==> src/rtl/store_sequencer.sv <==
`default_nettype none
// ============================================================================
// Module   : store_sequencer
// Brief    : Control-step FSM for the st instruction (fetch, Rb+C, write Ra).
// Revision : 1.0 - initial release
// ============================================================================
module store_sequencer #(
    parameter logic [4:0] ST_OPCODE  = 5'b00010,
    parameter logic [4:0] ALU_ADD    = 5'b00011,
    parameter int         WAIT_LIMIT = 15
) (
    input  logic       clock,
    input  logic       clear,
    input  logic       start,
    input  logic [4:0] ir_opcode,
    input  logic       mem_ready,
    output logic       PCout,
    output logic       IncPC,
    output logic       MARin,
    output logic       PCin,
    output logic       read,
    output logic       write,
    output logic       RAMenable,
    output logic       MDRin,
    output logic       MDRout,
    output logic       IRin,
    output logic       Gra,
    output logic       Grb,
    output logic       Rout,
    output logic       BAout,
    output logic       Yin,
    output logic       Cout,
    output logic       ZLOin,
    output logic       ZSelect,
    output logic       ZMuxEnable,
    output logic       ZMuxOut,
    output logic [4:0] aluControl,
    output logic       busy,
    output logic       done,
    output logic [1:0] fault
);

    typedef enum logic [3:0] {
        S_IDLE, S_T0, S_T1, S_T2, S_T3, S_T4, S_T5, S_T6, S_T7, S_DONE, S_FAULT
    } state_t;

    typedef struct packed {
        logic       pc_out, inc_pc, mar_in, pc_in;
        logic       rd, wr, ram_en, mdr_in, mdr_out, ir_in;
        logic       gra, grb, r_out, ba_out, y_in, c_out;
        logic       zlo_in, z_sel, zmux_en, zmux_out;
        logic       busy, done;
        logic [4:0] alu;
    } ctrl_t;

    localparam logic [3:0] WAIT_LAST = 4'(WAIT_LIMIT - 1);

    state_t     state_q, state_d;
    logic [3:0] wait_q,  wait_d;
    logic [1:0] fault_q, fault_d;
    ctrl_t      ctrl_q,  ctrl_d;

    always_comb begin
        state_d = state_q;
        wait_d  = wait_q;
        fault_d = fault_q;
        case (state_q)
            S_IDLE: if (start) begin
                state_d = S_T0;
                fault_d = 2'b00;
            end
            S_T0: begin
                state_d = S_T1;
                wait_d  = 4'd0;
            end
            S_T1: begin
                if (mem_ready) begin
                    state_d = S_T2;
                end else if (wait_q == WAIT_LAST) begin
                    state_d = S_FAULT;
                    fault_d = 2'b10;
                end else begin
                    wait_d = wait_q + 4'd1;
                end
            end
            S_T2: state_d = S_T3;
            S_T3: begin
                if (ir_opcode != ST_OPCODE) begin
                    state_d = S_FAULT;
                    fault_d = 2'b01;
                end else begin
                    state_d = S_T4;
                end
            end
            S_T4: state_d = S_T5;
            S_T5: state_d = S_T6;
            S_T6: begin
                state_d = S_T7;
                wait_d  = 4'd0;
            end
            S_T7: begin
                if (mem_ready) begin
                    state_d = S_DONE;
                end else if (wait_q == WAIT_LAST) begin
                    state_d = S_FAULT;
                    fault_d = 2'b11;
                end else begin
                    wait_d = wait_q + 4'd1;
                end
            end
            default: state_d = S_IDLE;
        endcase
    end

    // Outputs are decoded from the next state and registered, so they line up with state_q.
    always_comb begin
        ctrl_d      = '0;
        ctrl_d.busy = (state_d != S_IDLE);
        case (state_d)
            S_T0: begin
                ctrl_d.pc_out = 1'b1;
                ctrl_d.mar_in = 1'b1;
                ctrl_d.inc_pc = 1'b1;
            end
            S_T1: begin
                ctrl_d.rd     = 1'b1;
                ctrl_d.ram_en = 1'b1;
                ctrl_d.mdr_in = 1'b1;
            end
            S_T2: begin
                ctrl_d.mdr_out = 1'b1;
                ctrl_d.ir_in   = 1'b1;
            end
            S_T3: begin
                ctrl_d.grb    = 1'b1;
                ctrl_d.ba_out = 1'b1;
                ctrl_d.y_in   = 1'b1;
            end
            S_T4: begin
                ctrl_d.c_out  = 1'b1;
                ctrl_d.alu    = ALU_ADD;
                ctrl_d.zlo_in = 1'b1;
            end
            S_T5: begin
                ctrl_d.zmux_en  = 1'b1;
                ctrl_d.zmux_out = 1'b1;
                ctrl_d.mar_in   = 1'b1;
            end
            S_T6: begin
                ctrl_d.gra    = 1'b1;
                ctrl_d.r_out  = 1'b1;
                ctrl_d.mdr_in = 1'b1;
            end
            S_T7: begin
                ctrl_d.wr     = 1'b1;
                ctrl_d.ram_en = 1'b1;
            end
            S_DONE:  ctrl_d.done = 1'b1;
            default: ;
        endcase
    end

    always_ff @(posedge clock) begin
        if (clear) begin
            state_q <= S_IDLE;
            wait_q  <= 4'd0;
            fault_q <= 2'b00;
            ctrl_q  <= '0;
        end else begin
            state_q <= state_d;
            wait_q  <= wait_d;
            fault_q <= fault_d;
            ctrl_q  <= ctrl_d;
        end
    end

    assign PCout      = ctrl_q.pc_out;
    assign IncPC      = ctrl_q.inc_pc;
    assign MARin      = ctrl_q.mar_in;
    assign PCin       = ctrl_q.pc_in;
    assign read       = ctrl_q.rd;
    assign write      = ctrl_q.wr;
    assign RAMenable  = ctrl_q.ram_en;
    assign MDRin      = ctrl_q.mdr_in;
    assign MDRout     = ctrl_q.mdr_out;
    assign IRin       = ctrl_q.ir_in;
    assign Gra        = ctrl_q.gra;
    assign Grb        = ctrl_q.grb;
    assign Rout       = ctrl_q.r_out;
    assign BAout      = ctrl_q.ba_out;
    assign Yin        = ctrl_q.y_in;
    assign Cout       = ctrl_q.c_out;
    assign ZLOin      = ctrl_q.zlo_in;
    assign ZSelect    = ctrl_q.z_sel;
    assign ZMuxEnable = ctrl_q.zmux_en;
    assign ZMuxOut    = ctrl_q.zmux_out;
    assign aluControl = ctrl_q.alu;
    assign busy       = ctrl_q.busy;
    assign done       = ctrl_q.done;
    assign fault      = fault_q;

endmodule
`default_nettype wire

==> config.mk <==
export PLATFORM = sky130hd
export DESIGN_NAME = store_sequencer
export DESIGN_NICKNAME = d
export VERILOG_FILES = /design/src/rtl/store_sequencer.sv
export SDC_FILE = /design/constraint.sdc
export NUM_CORES = 1
export LEC_CHECK = 0
export ABC_AREA = 1
export CAP_MARGIN = 20
export CORE_UTILIZATION = 41
export CTS_CLUSTER_SIZE = 10
export DETAILED_ROUTE_END_ITERATION = 6
export GPL_ROUTABILITY_DRIVEN = 1
export PLACE_DENSITY = 0.81
export SLEW_MARGIN = 20
export SYNTH_ARGS = -nofsm -noshare
export SYNTH_HDL_FRONTEND = slang
export SYNTH_SLANG_ARGS = --single-unit
==> constraint.sdc <==
create_clock -name clock -period 1.2 [get_ports clock]
set_input_delay 0.12 -clock clock [delete_from_list [all_inputs] [get_ports clock]]
set_output_delay 0.12 -clock clock [all_outputs]
set_load 0.005 [all_outputs]
==> results of run 1 <==
## cell usage after synthesis
| cell type | n |
|---|---|
| nor3_2 | 1 |
| nand2_1 | 30 |
| nand2_2 | 7 |
| nand4_1 | 1 |
| o21ai_1 | 1 |
| nor2_2 | 5 |
| nand3_2 | 1 |
| buf_4 | 14 |
| inv_2 | 3 |
| o21ai_2 | 1 |
| nor2_1 | 27 |
| a21oi_1 | 6 |
| nand3_4 | 1 |
| inv_1 | 22 |
| dfxtp_1 | 23 |
| nand3_1 | 17 |
| nor2_4 | 2 |
| ha_1 | 2 |
| buf_1 | 1 |
| nor3_1 | 3 |
| conb_1 | 1 |
| nand2_4 | 4 |
## critical path: stages (launching register included)
cell and delay [ps]:
dfxtp_2 370, inv_2 60, buf_6 130, nand2_4 70, nor2_4 50, nor2_2 160
nand2_2 110, nor2_4 150, nand2_2 90, nor2_2 90, nor2_2 30
## cells by family after synthesis
family / Yosys count / synth area share
AOI/OAI and AO/OA: 8 / 0.0354
adders and majority gates: 2 / 0.0202
and+or+nand+nor: 99 / 0.405
buffers and inverters: 40 / 0.164
other: 1 / 0.00303
DFF: 23 / 0.372
## layer usage
metal  global-route usage  vias up  wire, um
met4               0.0523        0        76
met1                0.214      576      1270
met5                    0        -         0
li1                     -      630         -
met2                0.410       34      1870
met3               0.0415        9       139
## worst min-delay path by stage
| stage | cells past startpoint | slack [ps] | endpoint |
|---|---|---|---|
| CTS | 2 | 460 | fault[1] |
| finish | 2 | 480 | fault[1] |
| detailed placement | 2 | 440 | fault[1] |
| floorplan | 1 | 200 | Rout |
| global placement | 2 | 440 | fault[1] |
| global route | 2 | 490 | fault[1] |
## timing repair
item,4_1_cts,5_1_grt
endpoints found under the setup margin,40,16
pin swaps,19,7
resized for setup,74,31
setup buffers,4,1
## through the flow
| stage | instance area [sq um] | setup slack [ps] | util | power [W] |
|---|---|---|---|---|
| floorplan | 1280 | -60.1 | - | 0.00120 |
| global placement | 1720 | -253 | 0.614 | 0.00143 |
| detailed placement | 1720 | -315 | 0.614 | 0.00145 |
| CTS | 1910 | -94.6 | 0.682 | 0.00187 |
| global route | 2040 | -260 | 0.728 | 0.00208 |
| finish | 2040 | -177 | 0.728 | 0.00197 |
## cell type report
class / instances / area share
tap: 31 / 0.0190
multi-input combinational: 114 / 0.412
sequential: 23 / 0.238
timing repair buffer: 63 / 0.269
inverter: 25 / 0.0484
clock buffer: 3 / 0.0110
clock inverter: 1 / 0.00245
## cells in the final DEF (no fill, tap or decap)
cell	count
nand2_8	1
nor2_4	8
nand3_1	5
a21oi_1	1
nor3_2	1
nand2_4	10
nand3_4	5
buf_6	4
dfxtp_4	3
inv_2	8
nand3_2	9
nand2_1	21
nand2_2	9
buf_12	1
o21ai_4	1
a21oi_2	5
nor2_2	9
ha_1	1
ha_4	1
dlygate4sd2_1	24
dfxtp_2	11
inv_1	16
buf_4	26
clkbuf_4	3
clkdlybuf4s50_1	8
clkinv_2	1
nor2_1	17
inv_6	1
nor3_1	3
conb_1	5
dfxtp_1	9
o21ai_2	1
nand4_1	1
## power by group
part / internal, W / switching [W]
Sequential: 0.000826 / 0.0000404
Clock: 0.000125 / 0.000242
Combinational: 0.000335 / 0.000403
==> report_table.html, run 1 <==
<table>
<tr><th>Metric</th><th>Value</th></tr>
<tr><th colspan="2">STA</th></tr>
<tr><td>Worst setup skew after layout</td><td>6.73 ps</td></tr>
<tr><td>Final critical path time including I/O delays and setup</td><td>1380 ps</td></tr>
<tr><td>Period Utilization, post-route</td><td>1.15</td></tr>
<tr><td>Maximum operating frequency</td><td>726 MHz</td></tr>
<tr><td>Fin Setup TNS</td><td>-1400 ps</td></tr>
<tr><td>Final count of hold timing violations</td><td>0</td></tr>
<tr><td>Setup repair after global routing missed its margin</td><td>true</td></tr>
<tr><td>Final count of negative-setup-slack endpoints</td><td>15</td></tr>
<tr><td>Final worst slack</td><td>-177 ps</td></tr>
<tr><td>Max-slew violation total from the final report</td><td>0</td></tr>
<tr><td>Min Hold Slack</td><td>481 ps</td></tr>
<tr><th colspan="2">Routing</th></tr>
<tr><td>Detail-routed via count per cell</td><td>4.80</td></tr>
<tr><td>DRT Pass-1 Iters</td><td>6</td></tr>
<tr><td>Number of nets with antenna violations after detailed routing</td><td>0</td></tr>
<tr><td>Detailed-route via count</td><td>1,249</td></tr>
<tr><td>First-iteration detailed-routing DRC count</td><td>44</td></tr>
<tr><td>Detailed Route WL</td><td>3360 um</td></tr>
<tr><td>DR DRC count</td><td>8</td></tr>
<tr><td>WL/cell</td><td>12.9 um</td></tr>
<tr><th colspan="2">Die</th></tr>
<tr><td>Die H</td><td>56.9 um</td></tr>
<tr><td>Die Wd</td><td>56.9 um</td></tr>
<tr><td>Core region area</td><td>0.00281 sq mm</td></tr>
<tr><td>Count of pins on the block boundary</td><td>38</td></tr>
<tr><td>Initial standard-cell utilization of the core</td><td>0.441</td></tr>
<tr><td>Number of cell rows</td><td>19</td></tr>
<tr><td>Area of the die</td><td>0.00324 sq mm</td></tr>
<tr><th colspan="2">Setup path</th></tr>
<tr><td>Launch point of the worst path</td><td>state_q[3]</td></tr>
<tr><td>Crit end category</td><td>flop</td></tr>
<tr><td>RR Startpoint</td><td>state_q[3]</td></tr>
<tr><td>Number of cells on the worst reg-to-reg path</td><td>10</td></tr>
<tr><td>Slack of the worst reg-to-reg path</td><td>-180 ps</td></tr>
<tr><td>Category of the critical setup timing path</td><td>reg -&gt; reg</td></tr>
<tr><td>Maximum net fanout on the critical path</td><td>4</td></tr>
<tr><td>Required time of the critical path</td><td>1440 ps</td></tr>
<tr><td>Destination of the critical timing path</td><td>busy</td></tr>
<tr><td>Kind of start point of the critical path</td><td>flop</td></tr>
<tr><td>R2R Path End</td><td>busy</td></tr>
<tr><td>Signal arrival time at the worst endpoint</td><td>1610 ps</td></tr>
<tr><th colspan="2">Global routing</th></tr>
<tr><td>Number of antenna violations at the first check in global routing</td><td>0</td></tr>
<tr><td>Total grt overflow</td><td>0</td></tr>
<tr><td>Global-route wire length before repair</td><td>5130 um</td></tr>
<tr><td>Global routing usage summed across all routing layers</td><td>0.205</td></tr>
<tr><td>Largest net degree at the start of global routing</td><td>14</td></tr>
<tr><td>Via count of the first global-routing pass</td><td>1,208</td></tr>
<tr><th colspan="2">Placement</th></tr>
<tr><td>Number of port buffers</td><td>32</td></tr>
<tr><td>Final weighted congestion of routability-driven global placement</td><td>0.891</td></tr>
<tr><td>Post-detail-place hpwl</td><td>2100 um</td></tr>
<tr><td>Cells after DPL</td><td>251</td></tr>
<tr><th colspan="2">Power and ir drop</th></tr>
<tr><td>Leakage power summed over all cells</td><td>1.06 nW</td></tr>
<tr><td>Power per cell area</td><td>965 mW/mm^2</td></tr>
<tr><td>Peak VDD IR</td><td>0.000732 V</td></tr>
<tr><th colspan="2">Synth</th></tr>
<tr><td>Area leader, netlist</td><td>dfxtp_1</td></tr>
<tr><td>Number of instances in the synthesized netlist</td><td>173</td></tr>
<tr><td>Yosys warnings</td><td>0</td></tr>
<tr><td>Netlist area before placement</td><td>0.00124 sq mm</td></tr>
<tr><td>Top cells by area, synth</td><td>dfxtp_1 (37%), nand2_1 (9.1%), buf_4 (8.5%), nor2_1 (8.2%), nand3_1 (6.9%)</td></tr>
<tr><td>Sequential area share after synthesis</td><td>0.372</td></tr>
<tr><td>Post-Synthesis Mean Instance Area</td><td>7.15 sq um</td></tr>
<tr><td>Area share of the largest cell type after synthesis</td><td>0.372</td></tr>
<tr><td>Synthesis-stage register bit count</td><td>23</td></tr>
<tr><td>Count of cell types in the netlist</td><td>22</td></tr>
<tr><th colspan="2">Run status</th></tr>
<tr><td>Violated checks</td><td>DRC, setup timing</td></tr>
<tr><td>Result of the run</td><td>finished with violations</td></tr>
<tr><th colspan="2">Cells and area</th></tr>
<tr><td>Sequential cell area</td><td>485 sq um</td></tr>
<tr><td>Share of post-route cells with drive strength above 1</td><td>0.515</td></tr>
<tr><td>Ant. Diodes</td><td>0</td></tr>
<tr><td>Area overhead of the layout relative to synthesis</td><td>65.3%</td></tr>
<tr><td>Combined area of the multi-input logic cells</td><td>842 sq um</td></tr>
<tr><td>Cell Count, Final, Fillers Out</td><td>260</td></tr>
<tr><td>Net count, final</td><td>241</td></tr>
<tr><td>Fill cell instance count of the final layout</td><td>213</td></tr>
<tr><th colspan="2">Clocking</th></tr>
<tr><td>Sink Count</td><td>23</td></tr>
<tr><td>H-tree depth reported by CTS</td><td>1</td></tr>
<tr><td>Maximum clock path buffer count</td><td>2</td></tr>
<tr><td>CTS tree</td><td>done</td></tr>
<tr><td>Total CTS buffers</td><td>3</td></tr>
<tr><td>Latest clock arrival within the worst-skew pair</td><td>320 ps</td></tr>
<tr><td>Clock edge transition at the registers on the reported setup and hold paths</td><td>130 ps</td></tr>
<tr><td>Master cell of the clock root buffer</td><td>clkbuf_4</td></tr>
<tr><td># hold bufs at CTS</td><td>0</td></tr>
<tr><th colspan="2">Worst hold path</th></tr>
<tr><td>Type of the worst min-delay path</td><td>reg -&gt; reg</td></tr>
<tr><td>Start point of the worst min-delay path</td><td>fault[1]</td></tr>
<tr><th colspan="2">Flow run</th></tr>
<tr><td>Maximum capacitance violations</td><td>0</td></tr>
</table>
Note: power is estimated with default switching activity, not from simulation.
==> run 2: changes to the inputs <==
Settings changed: CAP_MARGIN 20 to not set, CTS_CLUSTER_SIZE 10 to 24.
==> results of run 2 <==
Final layout, timing and power as in run 1 (identical DEF).
